`src/rtl/func_pkg.sv`:
```
// Shared types and constants for the slave transmit packer.
package func_pkg;

    localparam int         CH_W          = 3;
    localparam logic [7:0] SYNC_BYTE_DEF = 8'hAA;

    typedef enum logic [2:0] {
        IDLE,
        SYNC,
        ADDR,
        LEN,
        FETCH,
        LATCH,
        SEND,
        CSUM
    } state_t;

endpackage

```
`src/rtl/rr_arbiter.sv`:
```
// Combinational round-robin pick: first requesting channel at or after ptr, wrapping.
module rr_arbiter #(
    parameter int N_CH = 5,
    parameter int CH_W = 3
) (
    input  logic [N_CH-1:0] req,
    input  logic [CH_W-1:0] ptr,
    output logic            gnt_valid,
    output logic [CH_W-1:0] gnt_idx
);

    logic [N_CH-1:0] rot;
    logic [CH_W:0]   sum;

    always_comb begin
        // bit i of rot is req[(ptr + i) mod N_CH]
        rot       = N_CH'({req, req} >> ptr);
        gnt_valid = |rot;
        sum       = '0;
        for (int i = N_CH - 1; i >= 0; i--) begin
            if (rot[i]) begin
                sum = {1'b0, ptr} + (CH_W + 1)'(i);
            end
        end
        if (sum >= (CH_W + 1)'(N_CH)) begin
            sum = sum - (CH_W + 1)'(N_CH);
        end
        gnt_idx = sum[CH_W-1:0];
    end

endmodule

```
`src/rtl/slave_tx_packer.sv`:
```
// Round-robin drains per-channel slave FIFOs into framed packets:
// sync, address, length, payload, 8-bit additive checksum (sync excluded).
module slave_tx_packer
    import func_pkg::*;
#(
    parameter int         N_CH      = 5,
    parameter logic [7:0] SYNC_BYTE = SYNC_BYTE_DEF
) (
    input  logic              sys_clk,
    input  logic              n_rst,
    input  logic [N_CH-1:0]   have_msg_bus,
    input  logic [8*N_CH-1:0] len_bus,
    input  logic [8*N_CH-1:0] slave_data_bus,
    output logic [N_CH-1:0]   rdreq_bus,
    output logic [7:0]        tx_data,
    output logic              tx_valid,
    input  logic              tx_ready,
    output logic              busy,
    output logic [CH_W-1:0]   cur_chan
);

    state_t          state;
    logic [CH_W-1:0] rr_ptr;
    logic [7:0]      count;
    logic [7:0]      checksum;
    logic [N_CH-1:0] pending;
    logic            gnt_valid;
    logic [CH_W-1:0] gnt_idx;
    logic [7:0]      gnt_len;
    logic [7:0]      rd_byte;
    logic            hs;
    logic [CH_W-1:0] next_ptr;
    logic [N_CH-1:0] rd_onehot;

    always_comb begin
        pending = '0;
        gnt_len = '0;
        rd_byte = '0;
        for (int k = 0; k < N_CH; k++) begin
            pending[k] = have_msg_bus[k] & (|len_bus[8*k +: 8]);
            if (gnt_idx == CH_W'(k)) gnt_len = len_bus[8*k +: 8];
            if (cur_chan == CH_W'(k)) rd_byte = slave_data_bus[8*k +: 8];
        end
    end

    rr_arbiter #(
        .N_CH (N_CH),
        .CH_W (CH_W)
    ) u_arb (
        .req       (pending),
        .ptr       (rr_ptr),
        .gnt_valid (gnt_valid),
        .gnt_idx   (gnt_idx)
    );

    assign hs        = tx_valid & tx_ready;
    assign next_ptr  = (cur_chan == CH_W'(N_CH - 1)) ? '0 : cur_chan + 1'b1;
    assign rd_onehot = {{(N_CH-1){1'b0}}, 1'b1} << cur_chan;

    // Valid/ready: a byte moves on a cycle where tx_valid & tx_ready; tx_data is frozen
    // while tx_valid is high and not yet accepted. tx_ready is don't-care while tx_valid=0.
    always_ff @(posedge sys_clk or negedge n_rst) begin
        if (!n_rst) begin
            state     <= IDLE;
            rr_ptr    <= '0;
            count     <= '0;
            checksum  <= '0;
            cur_chan  <= '0;
            rdreq_bus <= '0;
            tx_data   <= '0;
            tx_valid  <= 1'b0;
            busy      <= 1'b0;
        end else begin
            rdreq_bus <= '0;
            case (state)
                IDLE: if (gnt_valid) begin
                    cur_chan <= gnt_idx;
                    count    <= gnt_len;
                    checksum <= '0;
                    tx_data  <= SYNC_BYTE;
                    tx_valid <= 1'b1;
                    busy     <= 1'b1;
                    state    <= SYNC;
                end
                SYNC: if (hs) begin
                    tx_data <= {{(8-CH_W){1'b0}}, cur_chan};
                    state   <= ADDR;
                end
                ADDR: if (hs) begin
                    checksum <= checksum + tx_data;
                    tx_data  <= count;
                    state    <= LEN;
                end
                LEN: if (hs) begin
                    checksum  <= checksum + tx_data;
                    tx_valid  <= 1'b0;
                    rdreq_bus <= rd_onehot;
                    state     <= FETCH;
                end
                FETCH: state <= LATCH;
                // FIFO is non-show-ahead: data for the FETCH strobe is on the bus now
                LATCH: begin
                    tx_data  <= rd_byte;
                    checksum <= checksum + rd_byte;
                    count    <= count - 8'd1;
                    tx_valid <= 1'b1;
                    state    <= SEND;
                end
                SEND: if (hs) begin
                    if (count != 8'd0) begin
                        tx_valid  <= 1'b0;
                        rdreq_bus <= rd_onehot;
                        state     <= FETCH;
                    end else begin
                        tx_data <= checksum;
                        state   <= CSUM;
                    end
                end
                CSUM: if (hs) begin
                    tx_valid <= 1'b0;
                    busy     <= 1'b0;
                    rr_ptr   <= next_ptr;
                    state    <= IDLE;
                end
                default: state <= IDLE;
            endcase
        end
    end

endmodule

```
`config.mk`:
```
export PLATFORM = sky130hd
export DESIGN_NAME = slave_tx_packer
export DESIGN_NICKNAME = d
export VERILOG_FILES = /design/src/rtl/func_pkg.sv /design/src/rtl/rr_arbiter.sv /design/src/rtl/slave_tx_packer.sv
export SDC_FILE = /design/constraint.sdc
export NUM_CORES = 1
export LEC_CHECK = 0
export ABC_AREA = 0
export CELL_PAD_IN_SITES_DETAIL_PLACEMENT = 1
export CELL_PAD_IN_SITES_GLOBAL_PLACEMENT = 2
export CORE_MARGIN = 2
export CORE_UTILIZATION = 29
export CTS_CLUSTER_DIAMETER = 100
export DETAILED_ROUTE_END_ITERATION = 12
export PLACE_DENSITY_LB_ADDON = 0.1
export SKIP_CTS_REPAIR_TIMING = 1
export SLEW_MARGIN = 20
export SYNTH_ARGS = -nofsm -noshare
export SYNTH_HDL_FRONTEND = slang
export SYNTH_SLANG_ARGS = --single-unit
```
`constraint.sdc`:
```
create_clock -name sys_clk -period 4.4 [get_ports sys_clk]
set_clock_uncertainty 0.15 [all_clocks]
set_input_delay 1.1 -clock sys_clk [delete_from_list [all_inputs] [get_ports sys_clk]]
set_output_delay 1.1 -clock sys_clk [all_outputs]
set_load 0.02 [all_outputs]
```
-- Yosys cells after proc, flatten, opt, wreduce, memory -nomap -nowiden
Cells that the tools add are included.
- register bits after elaboration: 40
- output and inout bits: 18
- add/sub/neg operators: 9
- order comparisons: 1
- equality and inequality tests: 25
- shift operators: 2
- muxes and demuxes: 46
- bitwise logic cells: 6
- reductions and logical operators: 25
- operators by type and width (kind ; count):
    $mux 8 ; 18
    $pmux 8 s5 ; 1
    $reduce_or 8->1 ; 5
    $mux 3 ; 8
    $pmux 3 s8 ; 1
    $pmux 8 s3 ; 1
    $mux 4 ; 5
    $eq 3x2->1 const B ; 6
    $eq 3x3->1 const B ; 6
    $add 8x8->8 ; 2
    $ne 2x2->1 const B ; 8
    $pmux 8 s2 ; 1
    $mux 5 ; 3
    $reduce_and 6->1 ; 2
    $pmux 5 s2 ; 1
    $shr 10x3->5 ; 1
    $eq 3x1->1 const B ; 3
    $logic_not 3->1 ; 3
    $add 3x2->4 const B ; 2
    $reduce_bool 8->1 ; 1
    $sub 8x1->8 const B ; 1
    $and 1x1->1 ; 6
    $reduce_and 2->1 ; 3
    $reduce_and 3->1 ; 2
    18 further kinds ; 24

-- Logic depth before layout (Yosys ltp)
Gate-level depths: netlist of the first run.
- word-level depth: 18
- mapped depth: 21
- depth with buffers taken out: 21

-- Hierarchy
Synthesis of the first run repeated with hierarchy kept, for this count alone.
- cells, all modules: 484
- area total of the unflattened synthesis: 3928.8 µm²
- modules (own cells, without submodules) (module ; times used ; cells each ; area an instance (µm²)):
    slave_tx_packer ; 1 ; 386 ; 3173.0
    rr_arbiter ; 1 ; 98 ; 755.7

-- Worst setup path before layout of the first run
No wires, ideal clock.
- path type: input-to-reg
- start point: input port len_bus[0]
- end point: register count[3]
- setup time: 0.118 ns
- arrival time: 4.472 ns
- required time: 4.132 ns
- setup slack: -0.340 ns
- stages on the path: 17
- path buffers: 1
- cell sequence: or4_1 -> o211a_1 -> a21o_1 -> o22a_1 -> o32a_1 -> nor2_1 -> or3_1 -> buf_6 -> inv_1 -> ha_1 -> nand2b_1 -> a211oi_2 -> mux2_4 -> a222oi_1 -> nand2b_1 -> a32oi_1 -> a21o_1
- longest elaborated chain between the ends: 18
- elaborated cells between the ends (all ways): 26
- classes of those cells: add/sub: 1; order compare: 1; eq/ne: 5; shift: 1; mux: 13; bitwise: 1; reduce/logical: 4
- ends and longest elaborated chain (item ; line ; text):
    from (decl) ; slave_tx_packer.sv:12 ; input logic [8*N_CH-1:0] len_bus,
    $reduce_or 8->1 * ; slave_tx_packer.sv:40 ; pending[k] = have_msg_bus[k] & (|len_bus[8*k +: 8]);
    $and 1x1->1 * ; slave_tx_packer.sv:40 ;
    $shr 10x3->5 * ; rr_arbiter.sv:17 ; rot = N_CH'({req, req} >> ptr);
    $mux 4 (5 in series) ; rr_arbiter.sv:21 ; if (rot[i]) begin
    $ge 4x3->1 / $sub 3x3->3 (equally long branches) ; rr_arbiter.sv:25, rr_arbiter.sv:26 ;
    $mux 3 ; rr_arbiter.sv:25 ; if (sum >= (CH_W + 1)'(N_CH)) begin
    $logic_not 3->1 ; slave_tx_packer.sv:41 ; if (gnt_idx == CH_W'(k)) gnt_len = len_bus[8*k +: 8];
    $mux 8 (5 in series) ; slave_tx_packer.sv:41 ;
    $mux 8 ; slave_tx_packer.sv:76 ; IDLE: if (gnt_valid) begin
    $pmux 8 s2 ; slave_tx_packer.sv:75 ; case (state)
    to (signal assigned) ; slave_tx_packer.sv:78 ; count <= gnt_len;
    to (signal assigned) ; slave_tx_packer.sv:105 ; count <= count - 8'd1;
    to (decl) ; slave_tx_packer.sv:24 ; logic [7:0] count;
Every way passes the cells marked *; elsewhere a longest branch is shown, timed or not. The select of a mux whose other input is x is not followed.
A chain may end at the register's enable or synchronous reset.

-- Worst setup path after layout of the first run
- start point: input port have_msg_bus[4]
- end point: register count[2]
- longest elaborated chain between the ends: 17
- elaborated cells between the ends (all ways): 25
- classes of those cells: add/sub: 1; order compare: 1; eq/ne: 5; shift: 1; mux: 13; bitwise: 1; reduce/logical: 3
- ends and longest elaborated chain (item ; line ; text):
    from (decl) ; slave_tx_packer.sv:11 ; input logic [N_CH-1:0] have_msg_bus,
    $and 1x1->1 * ; slave_tx_packer.sv:40 ;
    $shr 10x3->5 * ; rr_arbiter.sv:17 ;
    $mux 4 (5 in series) ; rr_arbiter.sv:21 ;
    $ge 4x3->1 / $sub 3x3->3 (equally long branches) ; rr_arbiter.sv:25, rr_arbiter.sv:26 ;
    $mux 3 ; rr_arbiter.sv:25 ;
    $logic_not 3->1 ; slave_tx_packer.sv:41 ;
    $mux 8 (5 in series) ; slave_tx_packer.sv:41 ;
    $mux 8 ; slave_tx_packer.sv:76 ;
    $pmux 8 s2 ; slave_tx_packer.sv:75 ;
Marked as above.

==> results of run 1 <==
[Yosys cell counts (all sizes together), types with 5 or more instances]
cell type  number
o21ai          43
nor3            8
a2111oi         6
and2            7
inv            18
nand2b          8
o221ai          5
dfrtp          40
mux4            5
nand3          13
clkbuf         16
mux2i          18
mux2            9
a21o           11
a21oi          41
o31ai           6
a22oi           9
nand2          56
ha             20
o211a           8
nor4            7
o22ai           8
or4            11
a31oi           5
xnor2           7
a211oi         20
o21a            5
buf            12
nor2           52
[flip-flops by register name, indices dropped and copies added (netlist names)]
register	count
tx_valid	1
rr_ptr	3
tx_data	8
busy	1
count	8
cur_chan	3
rdreq_bus	5
checksum	8
state	3
[how the worst max path moves through the flow]
stage | slack [ns] | endpoint | from
2_1_floorplan | -0.21 | count[2]$_DFFE_PN0P_ | len_bus[27]
3_3_place_gp | -0.99 | count[2]$_DFFE_PN0P_ | len_bus[27]
3_5_place_dp | -1.04 | count[2]$_DFFE_PN0P_ | len_bus[8]
4_1_cts | -0.74 | count[2]$_DFFE_PN0P_ | len_bus[8]
5_1_grt | -0.39 | count[2]$_DFFE_PN0P_ | len_bus[23]
6_report | -0.25 | count[2]$_DFFE_PN0P_ | have_msg_bus[4]
[where the power goes]
group | switching [W] | internal [W]
logic | 0.00318 | 0.00331
clock network | 0.000158 | 0.000209
registers | 0.000216 | 0.000537
total | 0.00356 | 0.00406
[per-layer routing]
| layer | track usage | share of wire | vias to the layer above |
|---|---|---|---|
| met4 | 0.04654 | 0.012 | 0 |
| met2 | 0.3789 | 0.47 | 112 |
| met3 | 0.03163 | 0.040 | 20 |
| li1 | - | - | 2502 |
| met1 | 0.3145 | 0.48 | 2555 |
| met5 | 0 | 0 | - |
[stage by stage]
stage | total power [W] | hold slack [ns]
after floorplan | 0.004094 | 0.3378
after global placement | 0.006039 | 0.3216
after detailed placement | 0.006195 | 0.3233
after CTS | 0.006595 | 0.3494
after global routing | 0.008214 | 0.4035
final | 0.007613 | 0.3460
[cell families after synthesis]
logic type	synth area share
simple gates	0.2075
buf+inv	0.04625
fa+ha+maj	0.06166
compound gates	0.3431
flops	0.2284
mux	0.09078
xor+xnor	0.02227
[area by class of cell]
| type | instances | area share |
|---|---|---|
| tap | 184 | 0.03189 |
| sequential | 40 | 0.1386 |
| clock inverter | 3 | 0.002600 |
| clock buffer | 5 | 0.01733 |
| inverter | 20 | 0.01040 |
| timing repair buffer | 240 | 0.2967 |
| multi-input combinational | 450 | 0.5024 |
[critical path: stages]
cell and delay, ns:
clkdlybuf4s50_1 0.49, a21boi_4 0.24, a21oi_4 0.10, mux4_2 0.56
nand3_2 0.12, o21ai_2 0.07, or3_4 0.43, ha_4 0.30
nand2b_4 0.13, o22ai_4 0.06, mux2_4 0.28, a222oi_1 0.40
o2111ai_1 0.20, nand3b_1 0.13, nand3_1 0.07
==> metrics.yaml, run 1 <==
drv_slew: 0
slew-limit-headroom: 0.3644
maxCapViolations: 0
areaGrowthSynthToFinish_pct: 64.72
syn_area_per_cell_um2: 8.147
violations: "negative setup slack"
clock_latency_ns: 0.29
clock_tree.root_cell: "clkbuf_16"
rr_worst_depth: 19
ys_async_sr_fraction: 1.000
r2r_end: "checksum[7]$_DFFE_PN0P_"
grt_pass1_wl_um: 29180
rows: 44
place.gp.congestion: 0.9006
r2r_slack_ns: 0.37
syn_inst: 538
setup_slack_ns: -0.2509
cts.clk_slew.worst_paths_ns: 0.06
status: "complete, but fails checks"
place.detailed.hpwl_um: 14890
cts_tree: "built"
multiInputGateArea_um2: 3627
rsz0062_at_grt: "yes"
hp-class: "flip-flop to flip-flop"
portBuffers: 105
synth_warnings: 0
synth_edf_count: 0
hold_end: "busy$_DFFE_PN0P_"
synth.distinct_cells: 82
die_h_um: 126.9
htree_levels: 2
post_dp_cell_area_um2: 6513
critPathCaptureType: "flip-flop"
finalSetupViolations: 8
finalHoldViolCount: 0
viasPerCell: 5.508
crit_path_max_fanout: 5
synth_seq_cells: 40
vias: 5189
grt_overflow_total: 0
drt_iter0_drc: 309
finalCriticalPeriod_ns: 4.651
die_area_um2: 16110
antenna_cells: 0
fin_crit_sh: 1.057
synth_top_area_share: 0.2284
clock.fmax_mhz: 215.0
routed_wirelength_um: 18820
placed_cells: 912
final_nets: 866
ant_nets: 0
crit-reg2reg-launch: "cur_chan[0]$_DFFE_PN0P_"
start_util: 0.2993
stdcell_area_um2: 7219
synth_flop_cell: "dfrtp_1"
regArea_um2: 1001
instances_no_fill: 942
grt_pass1_vias: 5507
vdd_drop_max_v: 0.0004133
worst_setup_path_start_kind: "input port"
gr-usage-all-layers: 0.2271
cp_data_required_time_ns: 4.43
antenna_found_initial: 0
ios: 106
layout.cells.most_common_list: "122 x buf_4, 62 x clkdlybuf4s50_1, 55 x nand2_1, 48 x nor2_1, 40 x dfrtp_1"
synth.yosys.seq_area_share: 0.2284
core-area_um2: 14640
synth_top_area_cell: "dfrtp_1"
cp_data_arrival_time_ns: 4.68
leakage_nw: 3.254
wl_per_cell_um: 19.98
die-width_um: 126.9
drcViolationCount: 0
ys_top_cells_by_area: "dfrtp_1 23%, ha_1 5.7%, nand2_1 4.8%"
clock_sinks: 40
grt_start_max_net_pins: 41
fillers: 1709
cts_buffers: 5
final_util: 0.4930
worstMarginPinSlew_ns: 0.9534
firstDrtPassIters: 4
worstHoldPathCells: 2
synthesis.nets: 647
crit_type: "input port to flip-flop"
hold_start: "busy$_DFFE_PN0P_"
fin_setup_tns_ns: -1.179
drive_above_1_share: 0.3391
clk_path_buf_depth: 2
final_common_cell: "buf_4"
syn-cell-area_um2: 4383
pre_cts_slack_ns: -1.038
power_density_nw_per_um2: 1054
Note: power is estimated with default switching activity, not from simulation.
==> run 2, diff against run 1 <==
CORE_MARGIN = 4   (was 2)
CTS_CLUSTER_DIAMETER = 40   (was 100)
==> run 2 against run 1 <==
The run still ends with negative setup slack left. Sequential share of layout area is 0.49 points higher. Wire length up 3.5%. Critical path depth rose by 1. Largest power group unchanged. Cell count decreased by 0.85%.
==> metrics.yaml, run 2 (synthesis results as in run 1) <==
die_area_um2: 17140
placed_cells: 913
p_comb_frac: 0.835
drt_iter0_drc: 254
areaGrowthSynthToFinish_pct: 59.32
gr-usage-all-layers: 0.2249
cp_slowest_stage_delay_ns: 0.59
worst_setup_path_start_kind: "input port"
p_int_w: 0.003753
clk_path_buf_depth: 2
pre_cts_slack_ns: -1.009
violations: "negative setup slack"
ios: 106
antenna_cells: 0
leakage_nw: 3.175
fin_crit_sh: 1.067
slew-limit-headroom: 0.3488
rsz0062_at_grt: "yes"
status: "complete, but fails checks"
crit_chain: "dlymetal6s2s_1 -> or4_4 -> o211a_4 -> nor2_4 -> mux4_2 -> buf_6 -> o21ai_2 -> or3_4 -> ha_4 -> nand2b_4 -> o22ai_4 -> mux2_4 -> a222oi_1 -> o2111ai_1 -> nand3b_1 -> nand3_1"
worstMarginPinSlew_ns: 0.9768
core-area_um2: 14640
pwr-share-seq: 0.105
layout.cells.most_common_list: "120 x buf_4, 64 x clkdlybuf4s50_1, 56 x nand2_1, 48 x nor2_1, 39 x dfrtp_1"
drcViolationCount: 0
vdd_drop_max_v: 0.0003805
crit_type: "input port to flip-flop"
viasPerCell: 5.515
place.detailed.hpwl_um: 15640
finalSetupViolations: 8
clock.fmax_mhz: 213.0
finalHoldViolCount: 0
instances_no_fill: 934
antenna_found_initial: 0
grt_start_max_net_pins: 41
portBuffers: 105
place.gp.congestion: 0.8899
slowest_stage: "or4_4"
cts_tree: "built"
reg_top3: "checksum (8), count (8), tx_data (8)"
final_common_cell: "buf_4"
rows: 44
path_buf_inv: 2
wl_per_cell_um: 20.85
clock_tree.root_cell: "clkbuf_16"
grt_pass1_wl_um: 29950
start_util: 0.2993
clock_sinks: 40
maxCapViolations: 0
crit-reg2reg-launch: "rr_ptr[2]$_DFFE_PN0P_"
drive_above_1_share: 0.3200
critPathCaptureType: "flip-flop"
worstHoldPathCells: 2
routed_wirelength_um: 19480
rr_worst_depth: 16
ant_nets: 0
power.share.clock: 0.059
power_density_nw_per_um2: 1031
r2r_slack_ns: 0.08
switching_share: 0.4785
regArea_um2: 1002
clock_latency_ns: 0.29
die_h_um: 130.9
fillers: 1742
grt_overflow_total: 0
htree_levels: 2
r2r_end: "count[2]$_DFFE_PN0P_"
finalCriticalPeriod_ns: 4.695
hp-class: "flip-flop to flip-flop"
cts.clk_slew.worst_paths_ns: 0.06
hold_start: "busy$_DFFE_PN0P_"
crit_path_max_fanout: 4
hold_end: "busy$_DFFE_PN0P_"
multiInputGateArea_um2: 3482
setup_slack_ns: -0.2945
cpLargestDelayFamily: "simple AND/OR/NAND/NOR gates"
grt_pass1_vias: 5490
vias: 5151
final_nets: 858
power_switching_w: 0.003444
die-width_um: 130.9
finalPower_w: 0.007198
firstDrtPassIters: 4
cp_data_required_time_ns: 4.42
cts_buffers: 5
drv_slew: 0
cp_data_arrival_time_ns: 4.72
==> run 2: how the worst max path moves through the flow <==
stage                     start                   end  slack [ns]  cells past startpoint
finish              len_bus[25]  count[2]$_DFFE_PN0P_       -0.29                     16
global route         len_bus[7]  count[2]$_DFFE_PN0P_       -0.41                     17
CTS                  len_bus[4]  count[2]$_DFFE_PN0P_       -0.72                     18
detailed placement  len_bus[20]  count[2]$_DFFE_PN0P_       -1.01                     17
global placement    len_bus[20]  count[2]$_DFFE_PN0P_       -0.90                     16
floorplan           len_bus[27]  count[2]$_DFFE_PN0P_       -0.21                     16
==> run 2: routing by layer <==
layer	part of all wire	vias to the layer above	wire [µm]	global-route usage
li1	-	2482	-	-
met1	0.46	2550	9023	0.3075
met2	0.48	99	9350	0.3747
met3	0.043	20	832	0.04146
met4	0.014	0	269	0.04114
met5	0	-	0	0
==> run 2: worst min-delay path: cells and delay by family (launching register included) <==
kind	cells	cell delay (ns)
and+or+nand+nor	2	0.11
DFF	1	0.34
==> run 2: final cells by class <==
cell class,count,area share
Clock inverter,3,0.006092
Clock buffer,5,0.01792
Sequential cell,40,0.1435
Inverter,20,0.01075
Multi-Input combinational cell,450,0.4987
Tap cell,184,0.03297
Timing Repair Buffer,232,0.2901
==> run 2: per-stage QoR <==
step	hold WS (ns)	instance area, µm²	utilization	setup TNS (ns)
after floorplan	0.3378	4488	-	-0.6599
after global placement	0.3223	6507	0.4444	-8.405
after detailed placement	0.3330	6507	0.4444	-9.478
after CTS	0.3493	6675	0.4558	-5.931
after global routing	0.3863	6983	0.4768	-2.303
final	0.3374	6983	0.4768	-1.387
==> run 2: power groups by stage <==
stage,sequential (W),clock (W),combinational [W]
2_1_floorplan,0.000736,0,0.00336
5_1_grt,0.000781,0.000460,0.00652
4_1_cts,0.000751,0.000440,0.00552
3_3_place_gp,0.000750,0,0.00532
3_5_place_dp,0.000755,0,0.00549
6_report,0.000757,0.000428,0.00601
